## config.mk

```make
export PLATFORM = sky130hd
export DESIGN_NAME = vga_bus_reorder
export DESIGN_NICKNAME = d
export VERILOG_FILES = /design/src/rtl/vga_bus_reorder_pkg.sv /design/src/rtl/vga_bus_reorder_skid_buffer.sv /design/src/rtl/vga_bus_reorder.sv
export SDC_FILE = /design/constraint.sdc
export NUM_CORES = 1
export LEC_CHECK = 0
export ABC_AREA = 1
export ABC_CLOCK_PERIOD_IN_PS = 1350
export BUFFER_PORTS_ARGS = -buffer_cell sky130_fd_sc_hd__buf_2
export CORE_ASPECT_RATIO = 0.8
export CORE_MARGIN = 5
export CORE_UTILIZATION = 36
export CTS_CLUSTER_SIZE = 28
export DETAILED_ROUTE_END_ITERATION = 16
export PLACE_DENSITY = 0.62
export SKIP_LAST_GASP = 1
export SLEW_MARGIN = 0
export SYNTH_ARGS = -nofsm -noshare
export SYNTH_HDL_FRONTEND = slang
export SYNTH_SLANG_ARGS = --single-unit
```

## constraint.sdc

```tcl
create_clock -name clk20ns -period 1.35 [get_ports clk20ns]
set_input_delay 0.135 -clock clk20ns [delete_from_list [all_inputs] [get_ports clk20ns]]
set_output_delay 0.135 -clock clk20ns [all_outputs]
set_load 0.05 [all_outputs]
```

## src/rtl/vga_bus_reorder_pkg.sv

```systemverilog
// Shared constants for the VGA bus reorder stage: permutation mode codes and mode width.
// Latency: none (declarations only).
// Backpressure: not applicable.
package vga_bus_reorder_pkg;

    // Width of the per-transfer permutation mode field
    localparam int MODE_W = 2;

    // Permutation mode codes, sampled with each accepted word
    localparam logic [MODE_W-1:0] MODE_PASS     = 2'b00;
    localparam logic [MODE_W-1:0] MODE_REV      = 2'b01;
    localparam logic [MODE_W-1:0] MODE_LANE_REV = 2'b10;
    localparam logic [MODE_W-1:0] MODE_LANE_SWP = 2'b11;

endpackage

```

## src/rtl/vga_bus_reorder_skid_buffer.sv

```systemverilog
// Generic 2-register valid/ready stage: an output register plus one skid register.
// Latency: a word accepted at edge N is presented on out_data after edge N.
// Backpressure: in_ready drops only once the skid register is occupied; the skid drains first, keeping order.
//
// Ports:
//   clk20ns, rst_n                : clock, synchronous active-low reset
//   in_valid/in_ready/in_data     : upstream handshake, DW-bit payload
//   out_valid/out_ready/out_data  : downstream handshake, DW-bit payload
module vga_skid_buffer #(
    parameter int DW = 11
) (
    input  logic          clk20ns,
    input  logic          rst_n,
    input  logic          in_valid,
    output logic          in_ready,
    input  logic [DW-1:0] in_data,
    output logic          out_valid,
    input  logic          out_ready,
    output logic [DW-1:0] out_data
);

    logic          skid_valid;
    logic [DW-1:0] skid_data;
    logic          accept;
    logic          out_load;

    // in_ready depends only on a register and the reset gate, never on out_ready
    assign in_ready = ~skid_valid & rst_n;
    assign accept   = in_valid & in_ready;
    // Output register may take a new word when it is empty or being consumed this edge
    assign out_load = ~out_valid | out_ready;

    always_ff @(posedge clk20ns) begin
        if (!rst_n) begin
            out_valid  <= 1'b0;
            out_data   <= '0;
            skid_valid <= 1'b0;
            skid_data  <= '0;
        end else begin
            if (out_load) begin
                if (skid_valid) begin
                    // Older skid word goes first; in_ready was low so nothing new arrives now
                    out_valid  <= 1'b1;
                    out_data   <= skid_data;
                    skid_valid <= 1'b0;
                end else begin
                    out_valid <= accept;
                    if (accept) begin
                        out_data <= in_data;
                    end
                end
            end else if (accept) begin
                // Output stalled: park the incoming word
                skid_valid <= 1'b1;
                skid_data  <= in_data;
            end
        end
    end

endmodule

```

## src/rtl/vga_bus_reorder.sv

```systemverilog
// Registered bit-order permutation stage for the VGA video data bus (PASS/REV/LANE_REV/LANE_SWP).
// Latency: 1 cycle; a word accepted at edge N is on out_data after edge N.
// Backpressure: 2-entry skid buffer; in_ready falls only when the skid holds a word, order preserved.
//
// Optional feature macro: VGA_REORDER_PARITY_EN adds out_parity (XOR of the permuted word).
// Ports:
//   clk20ns, rst_n                : clock, synchronous active-low reset
//   in_valid/in_ready/in_data     : input word handshake, WIDTH bits
//   in_mode                       : permutation mode, sampled with in_data
//   out_valid/out_ready/out_data  : permuted word handshake, WIDTH bits
//   out_parity                    : parity of out_data (only with VGA_REORDER_PARITY_EN)
module vga_bus_reorder
    import vga_bus_reorder_pkg::*;
#(
    parameter int WIDTH = 11,
    parameter int LANES = 1
) (
    input  logic              clk20ns,
    input  logic              rst_n,
    input  logic              in_valid,
    output logic              in_ready,
    input  logic [WIDTH-1:0]  in_data,
    input  logic [MODE_W-1:0] in_mode,
    output logic              out_valid,
    input  logic              out_ready,
    output logic [WIDTH-1:0]  out_data
`ifdef VGA_REORDER_PARITY_EN
    ,
    output logic              out_parity
`endif
);

    localparam int LANE_W = WIDTH / LANES;

`ifdef VGA_REORDER_PARITY_EN
    localparam int DW = WIDTH + 1;
`else
    localparam int DW = WIDTH;
`endif

    logic [WIDTH-1:0] perm_rev;
    logic [WIDTH-1:0] perm_lrev;
    logic [WIDTH-1:0] perm_lswp;
    logic [WIDTH-1:0] perm_data;
    logic [DW-1:0]    skid_in;
    logic [DW-1:0]    skid_out;

    // Fixed wiring for each mode; bit n sits at lane L, position K within the lane
    for (genvar n = 0; n < WIDTH; n++) begin : g_bit
        localparam int L = n / LANE_W;
        localparam int K = n % LANE_W;
        assign perm_rev[n]  = in_data[WIDTH-1-n];
        assign perm_lrev[n] = in_data[L*LANE_W + LANE_W-1-K];
        assign perm_lswp[n] = in_data[(LANES-1-L)*LANE_W + K];
    end

    always_comb begin
        perm_data = in_data;
        case (in_mode)
            MODE_PASS:     perm_data = in_data;
            MODE_REV:      perm_data = perm_rev;
            MODE_LANE_REV: perm_data = perm_lrev;
            MODE_LANE_SWP: perm_data = perm_lswp;
        endcase
    end

    // Parity rides as an extra payload bit so it follows the skid path exactly
`ifdef VGA_REORDER_PARITY_EN
    assign skid_in                = {^perm_data, perm_data};
    assign {out_parity, out_data} = skid_out;
`else
    assign skid_in  = perm_data;
    assign out_data = skid_out;
`endif

    vga_skid_buffer #(
        .DW (DW)
    ) u_skid (
        .clk20ns   (clk20ns),
        .rst_n     (rst_n),
        .in_valid  (in_valid),
        .in_ready  (in_ready),
        .in_data   (skid_in),
        .out_valid (out_valid),
        .out_ready (out_ready),
        .out_data  (skid_out)
    );

endmodule
```

==> impl_metrics.tcl <==
set metrics [dict create \
    cts_buffer_depth 2 \
    intPower_mw 1.11 \
    clock_sinks 24 \
    antenna_found_initial 0 \
    worstMarginPinSlew_ns 0.359 \
    synth_fa_ha_area_frac 0 \
    fill_cells 365 \
    clock_latency_ns 0.27 \
    synth_cells 194 \
    whs_ns 0.143 \
    period_minus_slack_ns 1.19 \
    place.detailed.hpwl_um 2180 \
    switching_share 0.310 \
    die_y_um 62.5 \
    dr.pass1.iters 4 \
    n_antenna_cell 0 \
    cp.required_ns 1.22 \
    slowest_delay_ns 0.38 \
    cts_buffers 3 \
    peakVddDrop_mv 0.415 \
    hp-class "in2reg" \
    clkTransAtPathRegs_ns 0.08 \
    routedWlPerCell_um 12.0 \
    muxShareOfSynthArea 0 \
    hold_viol 0 \
    drc 0 \
    cts_root_buffer "clkbuf_8" \
    reg2reg_to "u_skid.skid_data[0]$_SDFFE_PN0P_" \
    min_from "in_data[5]" \
    critPathBufInv 1 \
    grt_usage 0.146 \
    relSlewSlack 0.760 \
    grt_pass1_vias 1150 \
    fp.dieW_um 75.7 \
    ios 30 \
    power_frac_seq 0.470 \
    drtIter0Drc 122 \
    tritoncts "built" \
    final_area_um2 1520 \
    final-instance-count-excl-fill 265 \
    worstHoldPathCells 3 \
    grt_max_degree 23 \
    clock_power_share 0.310 \
    synth_edf_count 0 \
    outcome "finished, final reports clean" \
    synth_compound_area_frac 0.193 \
    ff2ff_path_depth 6 \
    cpMaxStageDelayCell "dfxtp_1" \
    maxClockFrequency_ghz 0.838 \
    final_common_cell "nand2_1" \
    path_delay_family "flip-flops" \
    synthSimpleGateAreaFrac 0.302 \
    synth_fp_nets 211 \
    crit_type "reg2out" \
    setup_viol 0 \
    p_switching_uw 497 \
    cp_max_fo 5 \
    h-tree-depth 1 \
    postCtsHoldBufs 0 \
    finalCritPeriodShare 0.884 \
    grt-ovfl-total 0 \
    avgSynthCellArea_um2 6.40 \
    whs_endpoint "u_skid.skid_data[5]$_SDFFE_PN0P_" \
    port_buffers 29 \
    power_frac_comb 0.221 \
    grt_pass1_wl_um 5500 \
    ys_seq_area_frac 0.387 \
    row_count 19 \
    synth_cell_types 16 \
    dpl_cell_area_um2 1460 \
    regArea_um2 482 \
    multi_input_area_um2 628 \
    drive_above_1_share 0.202 \
    slew_violations 0 \
    viasPerCell 4.77 \
    rsz0062_at_grt "false" \
    drv_cap 0 \
    final_cell_mix "nand2_1 (50), buf_2 (29), inv_1 (24)" \
    synth_xor_xnor_area_share 0 \
    place.gp.congestion 0.738 \
    power.leakage_nw 0.841 \
    endpoint_kind "output pin" \
    synth-main-ff-cell "dfxtp_1" \
    cp-start-kind "register" \
    finalSetupTns_ns 0 \
    ys_ff_latch 24 \
    yosys_warnings 0 \
    die-area_um2 4730 \
    ant_nets 0 \
    core_um2 3380 \
    ys_async_sr_fraction 0 \
    area_growth_pct 22.2 \
    synth_area_um2 1240 \
    fin_skew_ns 0.00453 \
    cp.arrival_ns 1.06 \
    synth_top_family_by_area "simple AND/OR/NAND/NOR gates" \
    timing.rr.start "u_skid.out_valid$_SDFFE_PN0P_" \
    start_util 0.368 \
    post_cts_buffers 0 \
    dp_cells 261 \
    nNetsFinal 241 \
    reg2reg_slack_ns 0.18 \
    vias 1264 \
    p_per_area_nw_per_um2 1060 \
    routed_wl_um 3190 \
    crit_chain "nor2_4 -> buf_2" \
]
==> power by group through the flow <==
stage / sequential [mW] / combinational [mW] / clock (mW)
floorplan: 0.866 / 0.156 / 0
global placement: 0.770 / 0.349 / 0
detailed placement: 0.771 / 0.351 / 0
CTS: 0.754 / 0.354 / 0.508
global route: 0.759 / 0.392 / 0.535
finish: 0.754 / 0.354 / 0.497
==> state kept, by name (all words and copies together), names as in the netlist <==
| signal | count |
|---|---|
| u_skid.skid_valid | 1 |
| u_skid.skid_data | 11 |
| u_skid.out_valid | 1 |
| u_skid.out_data | 11 |
==> tightest hold or removal path, stage by stage <==
cell	delay (ns)
buf_2	0.09
o21ai_0	0.08
nor2_1	0.08
==> worst max-delay path by stage <==
stage / start / to / slack, ns / depth (start not counted)
floorplan: u_skid.out_valid$_SDFFE_PN0P_ / u_skid.skid_data[3]$_SDFFE_PN0P_ / 0.03 / 6
global placement: u_skid.out_valid$_SDFFE_PN0P_ / u_skid.skid_data[6]$_SDFFE_PN0P_ / 0.12 / 6
detailed placement: u_skid.out_valid$_SDFFE_PN0P_ / u_skid.skid_data[8]$_SDFFE_PN0P_ / 0.02 / 6
CTS: u_skid.out_valid$_SDFFE_PN0P_ / u_skid.skid_data[0]$_SDFFE_PN0P_ / 0.09 / 6
global route: u_skid.out_valid$_SDFFE_PN0P_ / u_skid.skid_data[0]$_SDFFE_PN0P_ / 0.02 / 6
finish: u_skid.skid_valid$_SDFFE_PP0P_ / in_ready / 0.16 / 2
==> area by class of cell <==
| cell class | count | share of cell area |
|---|---|---|
| Multi-Input combinational cell | 134 | 0.414 |
| Sequential cell | 24 | 0.317 |
| Timing Repair Buffer | 35 | 0.134 |
| Inverter | 26 | 0.0643 |
| Clock buffer | 4 | 0.0363 |
| Tap cell | 42 | 0.0346 |
==> metal layers <==
metal  global-route usage  share of wire  wire length [um]
met1                0.241           0.53              1680
met5                    0              0                 0
met2                0.185           0.39              1250
met3               0.0113          0.061               195
met4               0.0590          0.019                60
==> Yosys cell counts, types with 6 or more instances <==
library cell   n  area, um^2
a21oi_1       22         110
buf_2          6        30.0
dfxtp_1       24         480
inv_1         24        90.1
nand2_1       50         188
nand3_1       12        60.1
nor2_1        16        60.1
nor3_1        11        55.1
o21ai_0        9        45.0
o21bai_1      10        75.1
==> cells by family (layout without fill, tap and decap cells) <==
family | Yosys count | after routing
AO/OA/AOI/OAI | 43 | 43
buffers and inverters | 36 | 65
flip-flops | 24 | 24
AND/OR/NAND/NOR | 91 | 91
==> repair_timing <==
action                                 4_1_cts  5_1_grt
resized for setup                            1        1
setup endpoints to repair                    4       17
endpoints found under the hold margin        0        0
==> through the flow <==
| stage | utilization | total power [mW] | setup slack [ns] |
|---|---|---|---|
| 4_1_cts | 0.449 | 1.62 | 0.0924 |
| 3_5_place_dp | 0.431 | 1.12 | 0.0202 |
| 6_report | 0.450 | 1.61 | 0.157 |
| 3_3_place_gp | 0.431 | 1.12 | 0.117 |
| 2_1_floorplan | - | 1.02 | 0.0332 |
| 5_1_grt | 0.450 | 1.69 | 0.0231 |
Power figures use the tool's default switching activity.
